==> src/rtl/btl_pkg.sv <==
// Shared types, defaults and arithmetic helper for the branch target table.
package btl_pkg;

  localparam int D_DEFAULT  = 10;
  localparam int AW_DEFAULT = 4;

  typedef enum logic {
    ST_INIT  = 1'b0,
    ST_READY = 1'b1
  } btl_state_e;

  // Wrapping add of a PC and a sign-extended offset. Callers widen both
  // operands to 32 bits and keep the low D bits, so the carry is discarded
  // and the result wraps modulo 2**D in both directions (requires D < 32).
  function automatic logic [31:0] rel_target(input logic [31:0] pc,
                                             input logic [31:0] off);
    return pc + off;
  endfunction

endpackage

==> src/rtl/btl_entry_ram.sv <==
// Entry storage: DEPTH x D value array plus per-entry valid bit.
// One write port (shared by the init sweep and normal programming) and
// one combinational read port, so a same-cycle write is seen only by
// the next read.
module btl_entry_ram
  import btl_pkg::*;
#(
  parameter int D  = D_DEFAULT,
  parameter int AW = AW_DEFAULT
) (
  input  logic          clk,
  input  logic          we_i,
  input  logic [AW-1:0] waddr_i,
  input  logic [D-1:0]  wdata_i,
  input  logic          wvalid_i,
  input  logic [AW-1:0] raddr_i,
  output logic [D-1:0]  rdata_o,
  output logic          rvalid_o
);

  localparam int DEPTH = 1 << AW;

  logic [D-1:0]     mem_q [DEPTH];
  logic [DEPTH-1:0] vld_q;

  // Write one entry and its valid bit; contents are defined by the init sweep.
  always_ff @(posedge clk) begin
    if (we_i) begin
      mem_q[waddr_i] <= wdata_i;
      vld_q[waddr_i] <= wvalid_i;
    end
  end

  assign rdata_o  = mem_q[raddr_i];
  assign rvalid_o = vld_q[raddr_i];

endmodule

==> src/rtl/branch_target_lut.sv <==
// Run-time programmable branch target table: init sweep FSM, write path,
// and registered lookup (absolute, PC-relative, or PC+1 fall-through).
module branch_target_lut
  import btl_pkg::*;
#(
  parameter int D  = D_DEFAULT,
  parameter int AW = AW_DEFAULT
) (
  input  logic          clk,
  input  logic          rst_n,
  input  logic          lookup_valid,
  input  logic [AW-1:0] lookup_idx,
  input  logic          lookup_rel,
  input  logic [D-1:0]  pc,
  input  logic          wr_en,
  input  logic [AW-1:0] wr_idx,
  input  logic [D-1:0]  wr_data,
  output logic          busy,
  output logic [D-1:0]  target,
  output logic          target_valid,
  output logic          miss
);

  localparam int DEPTH = 1 << AW;

  btl_state_e    state_q, state_d;
  logic [AW-1:0] cnt_q, cnt_d;
  logic          busy_q, busy_d;
  logic [D-1:0]  target_q, target_d;
  logic          tv_q, tv_d;
  logic          miss_q, miss_d;

  logic          ram_we_s;
  logic [AW-1:0] ram_waddr_s;
  logic [D-1:0]  ram_wdata_s;
  logic          ram_wvalid_s;
  logic [D-1:0]  ram_rdata_s;
  logic          ram_rvalid_s;

  btl_entry_ram #(.D(D), .AW(AW)) u_ram (
    .clk      (clk),
    .we_i     (ram_we_s),
    .waddr_i  (ram_waddr_s),
    .wdata_i  (ram_wdata_s),
    .wvalid_i (ram_wvalid_s),
    .raddr_i  (lookup_idx),
    .rdata_o  (ram_rdata_s),
    .rvalid_o (ram_rvalid_s)
  );

  // Next state, sweep counter, RAM write steering and lookup result.
  always_comb begin
    state_d      = state_q;
    cnt_d        = cnt_q;
    busy_d       = busy_q;
    target_d     = target_q;
    miss_d       = miss_q;
    tv_d         = 1'b0;
    ram_we_s     = 1'b0;
    ram_waddr_s  = wr_idx;
    ram_wdata_s  = wr_data;
    ram_wvalid_s = 1'b1;
    case (state_q)
      ST_INIT: begin
        // Sweep owns the write port; external writes and lookups are dropped.
        ram_we_s     = 1'b1;
        ram_waddr_s  = cnt_q;
        ram_wdata_s  = {D{1'b0}};
        ram_wvalid_s = 1'b0;
        if (cnt_q == AW'(DEPTH - 1)) begin
          state_d = ST_READY;
          cnt_d   = {AW{1'b0}};
          busy_d  = 1'b0;
        end else begin
          cnt_d  = cnt_q + {{(AW-1){1'b0}}, 1'b1};
          busy_d = 1'b1;
        end
      end
      ST_READY: begin
        ram_we_s = wr_en;
        busy_d   = 1'b0;
        if (lookup_valid) begin
          tv_d = 1'b1;
          if (!ram_rvalid_s) begin
            target_d = pc + {{(D-1){1'b0}}, 1'b1};
            miss_d   = 1'b1;
          end else if (lookup_rel) begin
            target_d = D'(rel_target({{(32-D){1'b0}}, pc},
                                     {{(32-D){ram_rdata_s[D-1]}}, ram_rdata_s}));
            miss_d   = 1'b0;
          end else begin
            target_d = ram_rdata_s;
            miss_d   = 1'b0;
          end
        end else begin
          tv_d = 1'b0;
        end
      end
      default: begin
        state_d = ST_INIT;
        cnt_d   = {AW{1'b0}};
        busy_d  = 1'b1;
      end
    endcase
  end

  // State and output registers; reset restarts the sweep and drops any lookup.
  always_ff @(posedge clk) begin
    if (!rst_n) begin
      state_q  <= ST_INIT;
      cnt_q    <= {AW{1'b0}};
      busy_q   <= 1'b1;
      target_q <= {D{1'b0}};
      tv_q     <= 1'b0;
      miss_q   <= 1'b0;
    end else begin
      state_q  <= state_d;
      cnt_q    <= cnt_d;
      busy_q   <= busy_d;
      target_q <= target_d;
      tv_q     <= tv_d;
      miss_q   <= miss_d;
    end
  end

  assign busy         = busy_q;
  assign target       = target_q;
  assign target_valid = tv_q;
  assign miss         = miss_q;

endmodule

==> config.mk <==
export PLATFORM = sky130hd
export DESIGN_NAME = branch_target_lut
export DESIGN_NICKNAME = d
export VERILOG_FILES = /design/src/rtl/btl_pkg.sv /design/src/rtl/btl_entry_ram.sv /design/src/rtl/branch_target_lut.sv
export SDC_FILE = /design/constraint.sdc
export NUM_CORES = 1
export LEC_CHECK = 0
export ABC_AREA = 0
export CORE_ASPECT_RATIO = 1.25
export CORE_MARGIN = 2
export CORE_UTILIZATION = 59
export DETAILED_ROUTE_END_ITERATION = 16
export HOLD_SLACK_MARGIN = 0.06
export PLACE_DENSITY = 0.81
export SLEW_MARGIN = 30
export SYNTH_ARGS = -nofsm -noshare
export SYNTH_HDL_FRONTEND = slang
export SYNTH_SLANG_ARGS = --single-unit
==> constraint.sdc <==
create_clock -name clk -period 4.75 [get_ports clk]
set_input_delay 1.1875 -clock clk [delete_from_list [all_inputs] [get_ports clk]]
set_output_delay 1.1875 -clock clk [all_outputs]
set_load 0.01 [all_outputs]
==> summary.md <==
| Metric | Value |
|---|---|
| Outcome | `finished clean` |
| Cell with the most instances after synthesis | `edfxtp_1` |
| Final TNS setup | `0 ns` |
| Slew Viols, Final | `0` |
| Maximum number of pins on one net before global-route repair | `52` |
| EDFF count, synth | `176` |
| Vias | `4648` |
| CP dominant cell by count | `mux4_2` |
| # diodes | `0` |
| Cts repair resizes | `0` |
| DR vias/cell | `6.385` |
| Row cnt | `48` |
| Fraction of layout cells with a size suffix above 1 | `20.98%` |
| Final min period | `4.270 ns` |
| Hold buffer count at CTS | `0` |
| Worst EP required | `5.09 ns` |
| CP Launch Type | `input pin` |
| Worst path cell trace | `clkdlybuf4s50_1 -> buf_4 -> mux4_2 -> mux4_2 -> ha_1 -> o21a_1 -> a21boi_1 -> or4_1 -> nand3_1 -> o21ai_1 -> o31ai_1` |
| Max Buffers Root-to-Sink | `2` |
| Clock sink count | `194` |
| Synth warn | `0` |
| Initial DRC count | `527` |
| Vias in the first global route | `4676` |
| Total number of H-tree levels | `4` |
| Area delta synth->final | `16.00%` |
| Max Freq | `234.2 MHz` |
| Die H | `136.0 microns` |
| Max Cap Viol | `0` |
| FF-to-FF Start | `u_ram.mem_q[15][0]` |
| Distinct cells, synth | `48` |
| Routability cong. | `0.9325` |
| Worst-path clk slew | `0.07 ns` |
| Leak | `3.280 nW` |
| Setup WS pre-CTS | `0.1076 ns` |
| Ys async rst share | `0%` |
| Overflow after GRT | `0` |
| Layout fillers | `871` |
| Tcrit/Tclk final | `89.90%` |
| I/O Buffers | `45` |
| Initial core utilization | `60.07%` |
| Register area share after synthesis | `68.63%` |
| CTS tree | `built` |
| Worst hold start | `target[3]` |
| RSZ-0062 raised after global routing | `false` |
| Area leader, netlist | `edfxtp_1` |
| Synth Instances | `463` |
| Slew headroom | `45.14%` |
| Die Area | `0.01491 sq mm` |
| Final Util | `69.68%` |
| Max IR drop VDD | `0.2311 mV` |
| Post-synth top flop | `edfxtp_1` |
| I/O Pins | `46` |
| Worst Tran Pin Value | `0.8229 ns` |
| Die Span X | `109.6 microns` |
| Multi-input gate area | `0.002415 sq mm` |
| Synthesized flop and latch total | `194` |
| CTS Root Cell | `clkbuf_16` |
| CP Launch Point | `lookup_idx[2]` |
| Final wirelength | `18230 microns` |
| P per Cell Area | `372.5 mW/mm^2` |
| HPWL Detailed | `11320 microns` |
| Slowest CP cell | `clkdlybuf4s50_1` |
| Initial antenna violation count | `0` |
| Hold Fails Final Rpt | `0` |
| Net Count, Synth | `508` |
| Cts bufs inserted | `17` |
| First-pass GRT wire length | `27170 microns` |
| DRT Pass-1 Iters | `5` |
| CP peak stage delay | `0.80 ns` |
| Post-CTS Setup Bufs | `0` |
| Seq. cell area | `0.005645 sq mm` |
| Setup violators final | `0` |
| DR WL/cell | `25.04 microns` |
| Post-Syn Area per Cell | `17.77 sq um` |
| Crit Path Max Fanout | `9` |
| Setup WS post-layout | `0.4798 ns` |
| DRT antenna net count | `0` |
| Clock skew | `0.008544 ns` |
| Buf+Inv Stages, Crit Path | `2` |
| Post-Syn Area | `0.008225 sq mm` |
| Path category of the worst min-delay check | `register to register` |
| Clk_lat worst skew | `0.43 ns` |
| Gr usage total | `26.40%` |
| Crit path capture type | `register` |
| Final Cell Area | `0.009542 sq mm` |
| Worst EP arrival | `4.61 ns` |
| DRC Markers | `0` |
| Core area | `0.01369 sq mm` |
| CP Class | `input pin to register` |
| DP Area | `0.008995 sq mm` |
| Synth cell count leaders | `176 x edfxtp_1, 54 x mux4_2, 31 x nor2_1` |
| Top post-synthesis cells by area | `edfxtp_1 64%, mux4_2 15%, dfxtp_1 4.4%` |
| Post-synth top area share | `64.25%` |
| Final Net Count | `585` |
| Cell family with most CP delay | `buffers and inverters` |
==> state kept, by name, summed over array words and instances, names as in the netlist <==
register / count
u_ram.vld_q: 16
miss: 1
busy: 1
target_valid: 1
u_ram.mem_q: 160
state_q: 1
target: 10
cnt_q: 4
==> worst paths after layout <==
check / to / slack [ns] / cells after the start
min reg2reg: target[3] / 0.45 / 2
max: target[9] / 0.48 / 11
min: target[3] / 0.45 / 2
max reg2reg: target[6] / 1.43 / 11
==> kinds of logic after synthesis <==
| logic type | count (synthesis) | synth area share (%) |
|---|---|---|
| xor gates and xnor gates | 15 | 1.597 |
| DFF | 194 | 68.63 |
| AOI/OAI and AO/OA | 62 | 4.746 |
| buffers and inverters | 26 | 2.008 |
| muxes | 62 | 15.77 |
| and+or+nand+nor | 92 | 5.324 |
| adders and majority gates | 12 | 1.917 |
==> cells in the final DEF, fill, tap and decap left out, drive strengths merged, types with 4 or more instances in the layout <==
master,Yosys,layout
o21ai,12,12
clkdlybuf4s50,0,43
clkbuf,9,21
ha,11,11
dfxtp,18,18
a22o,4,4
inv,6,9
a21oi,23,23
buf,9,33
edfxtp,176,176
nand2,21,21
xor2,4,4
nor2b,6,6
a31oi,4,4
mux4,54,54
nand3,5,5
clkinv,2,5
nor3,6,6
and2,11,11
mux2i,7,7
clkinvlp,0,4
nor2,31,31
xnor2,11,11
==> cell type report <==
type	count	share of cell area [%]
multi-input combinational	243	25.31
tap	175	2.295
clock buffer	21	4.616
clock inverter	11	1.115
inverter	8	0.3147
timing repair buffer	76	7.186
sequential	194	59.17
==> per-stage QoR <==
stage | hold slack (ns) | instances | power (W)
floorplan | 0.4711 | 463 | 0.002137
global placement | 0.4365 | 696 | 0.002235
detailed placement | 0.4426 | 696 | 0.002245
CTS | 0.4518 | 728 | 0.003572
global route | 0.4636 | 728 | 0.003659
finish | 0.4483 | 728 | 0.003554
==> layer usage <==
layer / vias to the layer above / global-route usage [%] / part of all wire, %
met5: - / 0 / 0
met3: 44 / 6.424 / 6.9
met4: 0 / 11.60 / 3.2
met2: 245 / 44.38 / 53
met1: 2340 / 32.50 / 37
li1: 2019 / - / -
==> worst register-to-register path, delay by kind of cell (launching register included) <==
kind / cells / cell delay, ns
AO/OA/AOI/OAI: 4 / 0.76
XOR/XNOR: 1 / 0.15
adder cells (fa/ha/maj): 2 / 0.66
flip-flops: 1 / 0.39
multiplexers: 4 / 1.26
==> power by group <==
| part | internal [W] | switching (W) | leakage, nW |
|---|---|---|---|
| clock | 0.000727 | 0.000614 | 0.254 |
| sequential | 0.00187 | 0.0000128 | 1.87 |
| combinational | 0.000155 | 0.000171 | 1.16 |
| total | 0.00276 | 0.000797 | 3.28 |
(Power assumes the default switching activity.)
